### src/rtl/deci_pkg.sv
// Shared types and helpers for the decimal key entry controller.
package deci_pkg;

    localparam int unsigned BCD_W = 4;
    localparam int unsigned KEY_W = 10;
    localparam int unsigned CNT_W = 8;

    typedef enum logic [1:0] {
        IDLE,
        DEBOUNCE,
        CAPTURE,
        RELEASE
    } state_t;

    typedef enum logic [1:0] {
        KEYS_ZERO,
        KEYS_SINGLE,
        KEYS_MULTI
    } key_kind_t;

    // Classify a key vector as no key, exactly one key, or several keys.
    function automatic key_kind_t key_kind(input logic [KEY_W-1:0] k);
        if (k == '0) begin
            return KEYS_ZERO;
        end
        if ((k & (k - KEY_W'(1))) == '0) begin
            return KEYS_SINGLE;
        end
        return KEYS_MULTI;
    endfunction

endpackage

### src/rtl/dec_onehot_to_bcd.sv
// One-hot decimal key pattern to BCD digit; non-one-hot patterns map to 0.
module dec_onehot_to_bcd
    import deci_pkg::*;
(
    input  logic [KEY_W-1:0] onehot,
    output logic [BCD_W-1:0] bcd_c
);

    always_comb begin
        bcd_c = '0;
        case (onehot)
            10'b00_0000_0001: bcd_c = 4'd0;
            10'b00_0000_0010: bcd_c = 4'd1;
            10'b00_0000_0100: bcd_c = 4'd2;
            10'b00_0000_1000: bcd_c = 4'd3;
            10'b00_0001_0000: bcd_c = 4'd4;
            10'b00_0010_0000: bcd_c = 4'd5;
            10'b00_0100_0000: bcd_c = 4'd6;
            10'b00_1000_0000: bcd_c = 4'd7;
            10'b01_0000_0000: bcd_c = 4'd8;
            10'b10_0000_0000: bcd_c = 4'd9;
            default:          bcd_c = 4'd0;
        endcase
    end

endmodule

### src/rtl/deci_entry_ctrl.sv
// Debounced decimal key entry into a BCD shift buffer, presented downstream
// over valid/ready once the buffer is full.
module deci_entry_ctrl
    import deci_pkg::*;
#(
    parameter int unsigned DEBOUNCE_CYCLES = 4,
    parameter int unsigned NUM_DIGITS      = 4
) (
    input  logic                          clk,
    input  logic                          rst_n,
    input  logic [KEY_W-1:0]              key,
    input  logic                          clear,
    input  logic                          out_ready,
    output logic [BCD_W*NUM_DIGITS-1:0]   digits,
    output logic [2:0]                    digit_count,
    output logic                          out_valid,
    output logic                          key_err
);

    localparam int unsigned     DIG_W    = BCD_W * NUM_DIGITS;
    localparam logic [CNT_W-1:0] CNT_LAST = CNT_W'(DEBOUNCE_CYCLES - 1);
    localparam logic [2:0]       FULL     = 3'(NUM_DIGITS);

    state_t             state, state_nxt;
    logic [CNT_W-1:0]   cnt, cnt_nxt;
    logic [KEY_W-1:0]   latched, latched_nxt;
    logic               key_err_nxt;
    logic               capture_c;
    logic [BCD_W-1:0]   bcd_c;
    key_kind_t          kind_c;

    assign kind_c = key_kind(key);

    dec_onehot_to_bcd u_enc (
        .onehot (latched),
        .bcd_c  (bcd_c)
    );

    // Controller state, debounce counter and latched key pattern
    always_ff @(posedge clk or negedge rst_n) begin
        if (!rst_n) begin
            state   <= IDLE;
            cnt     <= '0;
            latched <= '0;
            key_err <= 1'b0;
        end else begin
            state   <= state_nxt;
            cnt     <= cnt_nxt;
            latched <= latched_nxt;
            key_err <= key_err_nxt;
        end
    end

    // Next-state logic: press debounce, capture, then release debounce
    always_comb begin
        state_nxt   = state;
        cnt_nxt     = cnt;
        latched_nxt = latched;
        key_err_nxt = 1'b0;
        capture_c   = 1'b0;
        case (state)
            IDLE: begin
                if (kind_c == KEYS_SINGLE) begin
                    latched_nxt = key;
                    cnt_nxt     = '0;
                    state_nxt   = DEBOUNCE;
                end else if (kind_c == KEYS_MULTI) begin
                    key_err_nxt = 1'b1;
                    cnt_nxt     = '0;
                    state_nxt   = RELEASE;
                end
            end
            DEBOUNCE: begin
                if (kind_c == KEYS_MULTI) begin
                    key_err_nxt = 1'b1;
                    cnt_nxt     = '0;
                    state_nxt   = RELEASE;
                end else if (key == latched) begin
                    if (cnt == CNT_LAST) begin
                        state_nxt = CAPTURE;
                    end else begin
                        cnt_nxt = cnt + CNT_W'(1);
                    end
                end else begin
                    state_nxt = IDLE;
                end
            end
            CAPTURE: begin
                capture_c = 1'b1;
                cnt_nxt   = '0;
                state_nxt = RELEASE;
            end
            RELEASE: begin
                // Any activity restarts the count of consecutive idle samples
                if (key != '0) begin
                    cnt_nxt = '0;
                end else if (cnt == CNT_LAST) begin
                    state_nxt = IDLE;
                end else begin
                    cnt_nxt = cnt + CNT_W'(1);
                end
            end
            default: begin
                state_nxt = IDLE;
            end
        endcase
    end

    // Digit buffer and downstream handshake; clear beats transfer beats capture
    always_ff @(posedge clk or negedge rst_n) begin
        if (!rst_n) begin
            digits      <= '0;
            digit_count <= '0;
            out_valid   <= 1'b0;
        end else if (clear) begin
            digits      <= '0;
            digit_count <= '0;
            out_valid   <= 1'b0;
        end else if (out_valid && out_ready) begin
            digits      <= '0;
            digit_count <= '0;
            out_valid   <= 1'b0;
        end else if (capture_c && (digit_count < FULL)) begin
            digits      <= DIG_W'({digits, bcd_c});
            digit_count <= digit_count + 3'd1;
            out_valid   <= ((digit_count + 3'd1) == FULL);
        end
    end

endmodule

### config.mk
export PLATFORM = sky130hd
export DESIGN_NAME = deci_entry_ctrl
export DESIGN_NICKNAME = d
export VERILOG_FILES = /design/src/rtl/deci_pkg.sv /design/src/rtl/dec_onehot_to_bcd.sv /design/src/rtl/deci_entry_ctrl.sv
export SDC_FILE = /design/constraint.sdc
export NUM_CORES = 1
export LEC_CHECK = 0
export ABC_CLOCK_PERIOD_IN_PS = 2140
export BUFFER_PORTS_ARGS = -buffer_cell sky130_fd_sc_hd__buf_4
export CAP_MARGIN = 30
export CORE_ASPECT_RATIO = 0.9
export CORE_UTILIZATION = 45
export CTS_CLUSTER_DIAMETER = 60
export DETAILED_ROUTE_END_ITERATION = 10
export GPL_TIMING_DRIVEN = 0
export PLACE_DENSITY = 0.66
export SETUP_SLACK_MARGIN = 0.2
export SYNTH_ARGS = -nofsm -noshare
export SYNTH_HDL_FRONTEND = slang
export SYNTH_SLANG_ARGS = --single-unit
### constraint.sdc
create_clock -name clk -period 2.14 [get_ports clk]
set_input_delay 0 -clock clk [delete_from_list [all_inputs] [get_ports clk]]
set_output_delay 0 -clock clk [all_outputs]
set_load 0.05 [all_outputs]
==> impl_metrics.yaml <==
floorplanning:
  boundaryPins: 35
  die_y_um: 69.78
  core_region_area_mm2: 0.004865
  core.rowCount: 24
  die_x_um: 77.32
  start_util_pct: 47.22
  dieArea_mm2: 0.005395
cts:
  insertion_delay_ns: 0.30
  htreeDepth: 2
  cts.sinks: 41
  clk_pin_slew_worst_paths_ns: 0.09
  root_buffer: "clkbuf_8"
  numCtsBuffers: 5
  cts_buffer_depth: 2
  cts_tree: "yes"
route:
  first_pass_iters: 4
  via_count: 2024
  post_drt_via_cell_ratio: 5.470
  routedWlPerCell_um: 15.06
  drc: 0
  antenna_left: 0
  first_iter_violations: 161
  wirelength_mm: 5.574
sta:
  rsz0062_at_grt: "true"
  hold_viol: 0
  tightest_slew_ns: 0.5287
  drv_slew: 0
  finClkSkew_ns: 0.005794
  layout_setup_ws_ns: 0.2275
  fin_crit_ns: 1.913
  whs_ns: 0.2211
  finalCritPeriodShare_pct: 89.37
  slew_headroom_pct: 64.54
  setup_viol: 0
  clock.fmax_ghz: 0.5229
synthesis:
  synth_async_sr_flop_share_pct: 100.0
  yosys.area.top_type: "dfrtp_1"
  synth_seq_cells: 41
  ys_top_cells_by_area: "dfrtp_1 45%, nand2_1 7.8%, mux2_4 6.5%"
  synth_common_cells: "48 x nand2_1, 41 x dfrtp_1, 19 x nor2_1"
  yosysWarnings: 0
  synth_edf_count: 0
  synthCells: 247
  syn_area_per_cell_um2: 9.300
  synth_ff_type: "dfrtp_1"
  yosysSeqAreaShare_pct: 44.66
  yosysMostFrequentCell: "nand2_1"
  synth_top_area_share_pct: 44.66
  syn-cell-area_mm2: 0.002297
  ys_types: 45
  syn_nets: 264
global_routing:
  antenna_found_initial: 0
  grt_overflow: 0
  grt_max_degree: 42
  grt_pass1_wl_mm: 9.011
  grt_util_all_layers_pct: 20.96
  grt_pass1_vias: 1955
setup_path:
  worstSetupPathDepth: 6
  reg2reg_depth: 6
  r2r_slack_ns: 0.23
  cp-end-kind: "flip-flop"
  regToRegEndpoint: "latched[6]$_DFFE_PN0P_"
  critPathLaunchType: "flip-flop"
  cp_cell_sequence: "buf_6, o21bai_4, or2_1, or3_4, buf_6, mux2_4"
  worstSetupPathType: "reg -> reg"
  crit_end: "latched[6]$_DFFE_PN0P_"
  r2r-start: "state[1]$_DFFE_PN0P_"
  startpoint: "state[1]$_DFFE_PN0P_"
  arrival_ns: 2.10
  critPathBufInv: 2
  crit_top_cell: "buf_6"
  cpPeakStageDelay_ns: 0.40
  critPathMaxFanout: 8
  crit_family: "simple AND/OR/NAND/NOR gates"
  slowest_stage: "or3_4"
  required_ns: 2.33
place:
  port_buffers: 34
  place_inst: 346
  dpl.hpwl_mm: 3.515
  dp_slack_ns: -0.03817
  gp_congestion: 0.8390
  post_dp_cell_area_mm2: 0.002634
power:
  p_leak_nw: 1.393
  ir_worst_vdd_mv: 0.3720
  p_per_area_mw_per_mm2: 494.9
finish:
  layout-drive-gt1-share_pct: 30.49
  final_area_mm2: 0.003097
  diodes: 0
  fillers: 409
  finish.net_count: 321
  area_delta_synth_final_pct: 34.80
  fin_cells: 370
  layout.core_utilization_pct: 63.66
min_path:
  min-delay-path-class: "in -> async"
flow_run:
  drv_cap: 0
run_status:
  status: "finished, final reports clean"
[worst min path at each step]
stage | startpoint | to | slack (ns)
3_3_place_gp | rst_n | digits[1]$_DFFE_PN0P_ | 0.02
6_report | rst_n | latched[9]$_DFFE_PN0P_ | 0.22
3_5_place_dp | rst_n | digits[2]$_DFFE_PN0P_ | 0.02
5_1_grt | rst_n | digits[12]$_DFFE_PN0P_ | 0.28
4_1_cts | key[6] | key_err$_DFF_PN0_ | 0.21
2_1_floorplan | rst_n | cnt[0]$_DFFE_PN0P_ | -0.30
[where the power goes]
part | internal [mW] | leakage [nW] | switching [mW]
clock network | 0.349 | 0.0543 | 0.296
registers | 0.774 | 0.563 | 0.000550
logic | 0.0490 | 0.776 | 0.0631
[registers in the layout, indices dropped and copies added, names as in the netlist]
| register | cells |
|---|---|
| state | 2 |
| digit_count | 3 |
| key_err | 1 |
| digits | 16 |
| latched | 10 |
| cnt | 8 |
| out_valid | 1 |
[kinds of logic (layout without fill, tap and decap cells)]
group / count (synthesis) / after routing / synth area share (%)
and+or+nand+nor: 105 / 105 / 21.62
AOI/OAI and AO/OA: 51 / 51 / 14.92
DFF: 41 / 41 / 44.66
buffers and inverters: 18 / 76 / 3.268
xor gates and xnor gates: 17 / 17 / 6.482
muxes: 11 / 11 / 6.972
adders and majority gates: 4 / 4 / 2.070
[metal layers]
layer	part of all wire, %	vias to the layer above	wire [um]	track usage (%)
met5	0	-	0	0
met4	1.1	0	61	6.709
met3	4.7	7	263	3.816
met2	48	57	2666	33.33
met1	46	978	2582	28.84
li1	-	982	-	-
[through the flow]
step / power, mW / TNS [ns]
after floorplan: 0.8234 / 0
after global placement: 0.8769 / -0.1432
after detailed placement: 0.8780 / -0.3203
after CTS: 1.539 / 0
after global routing: 1.590 / 0
final: 1.532 / 0
[area by class of cell]
class / instances / area (um^2) / share of cell area [%]
plain buffers: 14 / 78.83 / 2.545
clock buffers: 5 / 68.82 / 2.222
clock inverters: 3 / 46.29 / 1.495
inverters: 4 / 15.01 / 0.4848
multi-input cells: 188 / 1374 / 44.36
flip-flops and latches: 41 / 1026 / 33.13
well taps: 65 / 81.33 / 2.626
repair buffers: 50 / 406.6 / 13.13
[timing repair]
action,CTS,global route
endpoints found under the hold margin,51,0
setup buffers,0,4
setup endpoints to repair,30,32
gates resized for setup,10,44
pin swaps,0,7
hold buffers,11,0
gates cloned,0,1
[layout by cell type (no fill, tap or decap), drive strengths merged, types with 2 or more instances in the layout]
master,count
and4,2
nor4b,2
a21o,2
or2,4
o22ai,2
nand2,48
a21oi,17
nor4,4
a31oi,4
xor2,2
mux2,10
xnor2,15
nor2,19
nand4,3
clkbuf,16
inv,4
nand3,6
o31ai,3
o311ai,4
dfrtp,41
and3,3
nand2b,2
o211ai,2
ha,3
nor3,5
dlygate4sd3,11
o21ai,10
or4,3
or3,2
buf,42
Note: power is estimated with default switching activity, not from simulation.
